**src/rtl/stack_ctrl_pkg.sv**
```systemverilog
// stack_ctrl_pkg: shared op/state encodings, default depth and bus widths
package stack_ctrl_pkg;
  localparam int DEPTH_DEF = 5;
  localparam int DW = 4;
  localparam int IW = 3;
  localparam int CW = 3;
  typedef enum logic [1:0] {OP_NOP, OP_PUSH, OP_POP, OP_GET} op_e;
  typedef enum logic [1:0] {IDLE, STROBE, RESP} state_e;
endpackage

```
**src/rtl/stack_occupancy.sv**
```systemverilog
// stack_occupancy: saturating occupancy counter with full/empty flags
module stack_occupancy
  import stack_ctrl_pkg::*;
#(
  parameter int DEPTH = DEPTH_DEF
) (
  input  logic          clk,
  input  logic          clr,
  input  logic          inc,
  input  logic          dec,
  output logic [CW-1:0] count,
  output logic          full,
  output logic          empty
);
  assign full = count == CW'(DEPTH);
  assign empty = count == '0;
  always_ff @(posedge clk) begin
    if (clr) count <= '0;
    else if (inc && !full) count <= count + 1'b1;
    else if (dec && !empty) count <= count - 1'b1;
  end
endmodule

```
**src/rtl/stack_ctrl.sv**
```systemverilog
// stack_ctrl: request/response front end sequencing a downstream stack
module stack_ctrl
  import stack_ctrl_pkg::*;
#(
  parameter int DEPTH = DEPTH_DEF
) (
  input  logic          clk,
  input  logic          rst_n,
  input  logic          req_valid,
  output logic          req_ready,
  input  logic [1:0]    req_op,
  input  logic [DW-1:0] req_data,
  input  logic [IW-1:0] req_index,
  output logic          rsp_valid,
  input  logic          rsp_ready,
  output logic [DW-1:0] rsp_data,
  output logic          rsp_err,
  output logic [CW-1:0] count,
  output logic [1:0]    stk_command,
  output logic [IW-1:0] stk_index,
  output logic          stk_clk,
  output logic          stk_reset,
  output logic [DW-1:0] stk_data_out,
  output logic          stk_data_oe,
  input  logic [DW-1:0] stk_data_in
);
  state_e state, state_d;
  op_e op_q;
  logic [DW-1:0] data_q;
  logic [IW-1:0] index_q;
  logic full, empty, accept, err, go;
  assign req_ready = state == IDLE && !stk_reset;
  assign accept = req_valid && req_ready;
  assign err = (req_op == OP_PUSH && full) || ((req_op == OP_POP || req_op == OP_GET) && empty) ||
               (req_op == OP_GET && req_index >= count);
  assign go = req_op != OP_NOP && !err;
  assign rsp_valid = state == RESP;
  assign stk_clk = state == STROBE;
  assign stk_command = stk_clk ? op_q : OP_NOP;
  assign stk_index = stk_clk && op_q == OP_GET ? index_q : '0;
  assign stk_data_oe = stk_clk && op_q == OP_PUSH;
  assign stk_data_out = stk_data_oe ? data_q : '0;
  always_comb begin
    state_d = state;
    if (state == IDLE && accept) state_d = go ? STROBE : RESP;
    else if (state == STROBE) state_d = RESP;
    else if (state == RESP && rsp_ready) state_d = IDLE;
  end
  always_ff @(posedge clk) begin
    if (!rst_n) state <= IDLE;
    else state <= state_d;
  end
  always_ff @(posedge clk) begin
    stk_reset <= !rst_n;
    if (!rst_n) begin
      op_q <= OP_NOP;
      data_q <= '0;
      index_q <= '0;
      rsp_data <= '0;
      rsp_err <= 1'b0;
    end else if (accept) begin
      op_q <= op_e'(req_op);
      data_q <= req_data;
      index_q <= req_index;
      rsp_data <= '0;
      rsp_err <= err;
    end else if (stk_clk && op_q != OP_PUSH) begin
      rsp_data <= stk_data_in;
    end
  end
  stack_occupancy #(.DEPTH(DEPTH)) u_occ (
    .clk  (clk),
    .clr  (!rst_n),
    .inc  (stk_clk && op_q == OP_PUSH),
    .dec  (stk_clk && op_q == OP_POP),
    .count(count),
    .full (full),
    .empty(empty)
  );
endmodule
```
**config.mk**
```make
export PLATFORM = sky130hd
export DESIGN_NAME = stack_ctrl
export DESIGN_NICKNAME = d
export VERILOG_FILES = /design/src/rtl/stack_ctrl_pkg.sv /design/src/rtl/stack_occupancy.sv /design/src/rtl/stack_ctrl.sv
export SDC_FILE = /design/constraint.sdc
export NUM_CORES = 1
export LEC_CHECK = 0
export CORE_UTILIZATION = 42
export DETAILED_ROUTE_END_ITERATION = 10
export GPL_ROUTABILITY_DRIVEN = 1
export PLACE_DENSITY = 0.88
export SLEW_MARGIN = 10
export SYNTH_ARGS = -nofsm -noshare
export SYNTH_HDL_FRONTEND = slang
export SYNTH_SLANG_ARGS = --single-unit
```
**constraint.sdc**
```tcl
create_clock -name clk -period 2.4 [get_ports clk]
set_clock_uncertainty 0.15 [all_clocks]
set_input_delay 0.24 -clock clk [delete_from_list [all_inputs] [get_ports clk]]
set_output_delay 0.24 -clock clk [all_outputs]
set_load 0.05 [all_outputs]
```
==> results.txt <==
* Largest cells by area after synthesis: sky130_fd_sc_hd__dfxtp_1 (40%), sky130_fd_sc_hd__nand2_1 (10%), sky130_fd_sc_hd__mux2i_1 (8.0%)
- The die covers 2590 um^2.
* Portion of the clock cycle consumed by the worst path in the final layout: 93.5%
- Arrival time at the worst endpoint: 1.85 ns
* Final HPWL from detailed placement: 1.97 mm
- Crit Reg-Reg Startpoint: op_q[0]
- For this run the aggregate overflow at the end of global routing stands at 0.
- For this design the ratio of total power to cell area is 511 nW/um^2.
* Post-detailed-route wirelength per cell: 13.3 um
- Site row count: 17
* Sequential cell area fraction in the yosys report: 39.9%
- 39 I/O pins were placed.
- The detail route stage leaves a number of antenna-violating nets equal to 0.
* Worst Path Class, Setup: reg2out
- Worst reg2reg path endpoint: u_occ.count[2]
* Peak fanout along the critical path: 7
* Count of max-cap constraint violations: 0
* RSZ-0062 raised after global routing: no
- Synthesis produced a netlist with a net count of 145.
- R2R Setup Slk: 0.39 ns
* Longest individual stage delay on the worst path: 0.81 ns
- Crit path capture type: output pin
- In the layout the commonest cells are sky130_fd_sc_hd__nand2_1 (28), sky130_fd_sc_hd__clkdlybuf4s50_1 (28), sky130_fd_sc_hd__dfxtp_1 (20).
- For the pin with the worst max-slew slack, the measured transition is 0.529 ns.
- Cell with the largest stage delay on the worst path: sky130_fd_sc_hd__clkdlybuf4s50_1
- Buffers added to address setup during post-CTS repair amount to 0.
* Worst-case hold slack: 0.316 ns
* Count of different cell masters after synthesis: 31
- Destination of the critical timing path: stk_clk
- The tightest min-delay check is of the in2reg type.
* Initial detailed-routing violation count: 16
- Initial cell density of the core: 44.9%
* Startpoint of the most critical setup path: state[0]
- Clock-pin slew was measured on the worst setup and hold paths at 0.12 ns.
- No sink is reached through more buffers than the 2 on the longest clock path.
* Type of origin of the critical path: register
* Number of iterations in the first detailed-routing pass: 4
* Pin count of the biggest net entering global routing: 13
- For this run, the number of Yosys warnings is 0.
* Clock tree from TritonCTS: built
* Worst-case headroom to the max-slew limit: 64.7%
- VDD sags by at most 0.349 mV.
- The analysis attributes to cell leakage a power of 0.000648 uW.
- The cell area that synthesis handed to floorplanning was 1000 um^2.
* Via count of the first global-routing pass: 903
* Flip-flop and latch count after synthesis: 20
- Required time of the critical path: 2.01 ns
- Mean cell area of the mapped netlist: 8.09 um^2
* Clock period minus final worst setup slack: 2.24 ns
- The number of hold-slack violations in the final timing report is 0.
- Final setup fails: 0
- Routability congestion estimate: 0.901
* Total number of vias: 1019
- Buffers placed on the I/O ports in this run total 38.
- The number of max-slew violations in the final report is 0.
- Outcome: finished clean
- Number of antenna violations at the first check in global routing: 0
* Clock network latency to the later pin of the worst-skew pair: 0.31 ns
* Die Span X: 50.9 um
* Top cell type's share of synthesized area: 39.9%
* Worst Reg2Reg Path Length in Cells: 5
- Traced cell by cell, the critical path runs through nand2b_1, inv_1, clkdlybuf4s50_1.
- Library cell used as clock root buffer: sky130_fd_sc_hd__clkbuf_4
* Count of inserted antenna diode cells: 0
- Fraction of final layout cells sized beyond drive strength 1: 9.20%
* Wire length of the first global-routing pass: 4.05 mm
* Total negative slack: 0 ns
* Hold-fix buffers, CTS: 0
- The clock drives 20 sinks.
* Final #Nets: 185
* Total CTS buffers: 3
* H-Tree Depth: 1
- The routed design has 2.54 mm of wire.
- Overall die height: 50.9 um
* F_max: 445 MHz
- In the routed layout, each cell is associated on average with a via count of 5.34.
- The core region is 2230 um^2.
- Area grow syn2layout: 45.9%
* Synth area leader: sky130_fd_sc_hd__dfxtp_1
- Residual DRC: 0
- Number of instances in the synthesized netlist: 124
- Global routing consumed, over all layers together, 21.5% of the routing resources.
cells in the mapped netlist:
| master | number |
|---|---|
| sky130_fd_sc_hd__a21o_1 | 2 |
| sky130_fd_sc_hd__o211ai_1 | 1 |
| sky130_fd_sc_hd__nand2_1 | 28 |
| sky130_fd_sc_hd__clkbuf_1 | 3 |
| sky130_fd_sc_hd__mux2i_1 | 8 |
| sky130_fd_sc_hd__nand2b_1 | 3 |
| sky130_fd_sc_hd__or3b_2 | 1 |
| sky130_fd_sc_hd__dfxtp_1 | 20 |
| sky130_fd_sc_hd__nor2_1 | 5 |
| sky130_fd_sc_hd__nor2b_1 | 1 |
| sky130_fd_sc_hd__o21ai_0 | 2 |
| sky130_fd_sc_hd__or3_1 | 1 |
| sky130_fd_sc_hd__inv_1 | 8 |
| sky130_fd_sc_hd__a31oi_1 | 1 |
| sky130_fd_sc_hd__fa_1 | 1 |
| sky130_fd_sc_hd__o21a_1 | 1 |
| sky130_fd_sc_hd__nand3_1 | 1 |
| sky130_fd_sc_hd__ha_1 | 3 |
| sky130_fd_sc_hd__and3_1 | 4 |
| sky130_fd_sc_hd__nand3b_1 | 1 |
| sky130_fd_sc_hd__or4_1 | 1 |
| sky130_fd_sc_hd__and4bb_1 | 1 |
| sky130_fd_sc_hd__and2_1 | 5 |
| sky130_fd_sc_hd__a211o_1 | 1 |
| sky130_fd_sc_hd__o21ai_1 | 1 |
| sky130_fd_sc_hd__xnor2_1 | 1 |
| sky130_fd_sc_hd__nor3_1 | 3 |
| sky130_fd_sc_hd__a2bb2oi_1 | 1 |
| sky130_fd_sc_hd__a21oi_1 | 13 |
| sky130_fd_sc_hd__buf_2 | 1 |
| sky130_fd_sc_hd__nor4b_1 | 1 |
how the worst min path moves through the flow:
stage | slack (ns) | start | cells after the start | to
final | 0.32 | req_data[3] | 3 | data_q[3]
after global routing | 0.32 | req_data[3] | 3 | data_q[3]
after CTS | 0.32 | req_data[3] | 3 | data_q[3]
after detailed placement | 0.30 | index_q[2] | 2 | index_q[2]
after global placement | 0.29 | data_q[1] | 2 | data_q[1]
after floorplan | 0.23 | req_data[0] | 2 | data_q[0]
stage by stage:
stage | total power (uW) | setup slack (ns) | instances | utilization [%] | instance area [um^2]
6_report | 748 | 0.155 | 191 | 65.5 | 1460
3_3_place_gp | 477 | 0.428 | 187 | 62.9 | 1400
4_1_cts | 753 | 0.00333 | 191 | 65.2 | 1460
3_5_place_dp | 480 | 0.356 | 187 | 62.9 | 1400
5_1_grt | 778 | 0.0867 | 191 | 65.5 | 1460
2_1_floorplan | 426 | 0.175 | 124 | - | 1010
area by class of cell:
type,instances,area [um^2]
Clock inverter,1,30.0
Multi-Input combinational cell,92,568
Inverter,8,30.0
Sequential cell,20,400
Fill cell,191,769
Timing Repair Buffer,39,378
Tap cell,28,35.0
Clock buffer,3,22.5
per-layer routing:
layer  track usage, %  wire (um)  vias to the layer above
met5                0          0                        -
li1                 -          -                      500
met1             25.6       1080                      473
met4             9.72         57                        0
met3             4.46        155                        6
met2             37.1       1250                       40
report_power, final:
group | internal [uW] | switching, uW | leakage (uW) | total (uW)
Sequential | 344 | 11.6 | 0.000163 | 356
Clock | 169 | 106 | 0.0000279 | 275
Combinational | 56.2 | 61.5 | 0.000457 | 118
Total | 569 | 179 | 0.000648 | 748
logic make-up (layout without fill, tap and decap cells):
group           count (synthesis)  after routing  synth area share [%]
compound gates                 23             23                  13.3
xor+xnor                        1              1                 0.873
fa+ha+maj                       4              4                  5.74
buf+inv                        12             51                  4.61
flops                          20             20                  39.9
mux                             8              8                  7.98
simple gates                   56             56                  27.6
timing repair:
action | CTS | global route
resized for setup | 0 | 3
hold endpoints to repair | 0 | 0
endpoints found under the setup margin | 0 | 3
state kept, by name, summed over array words and instances, names as in the netlist:
name / flops
stk_reset: 1
index_q: 3
rsp_err: 1
op_q: 2
rsp_data: 4
data_q: 4
u_occ.count: 3
state: 2
worst max-delay path, delay by kind of cell, from the launching register on:
| family | cells | cell delay, ns |
|---|---|---|
| buffers and inverters | 2 | 0.91 |
| DFF | 1 | 0.48 |
| and+or+nand+nor | 1 | 0.17 |
No activity file was read; power rests on OpenSTA's default activity.
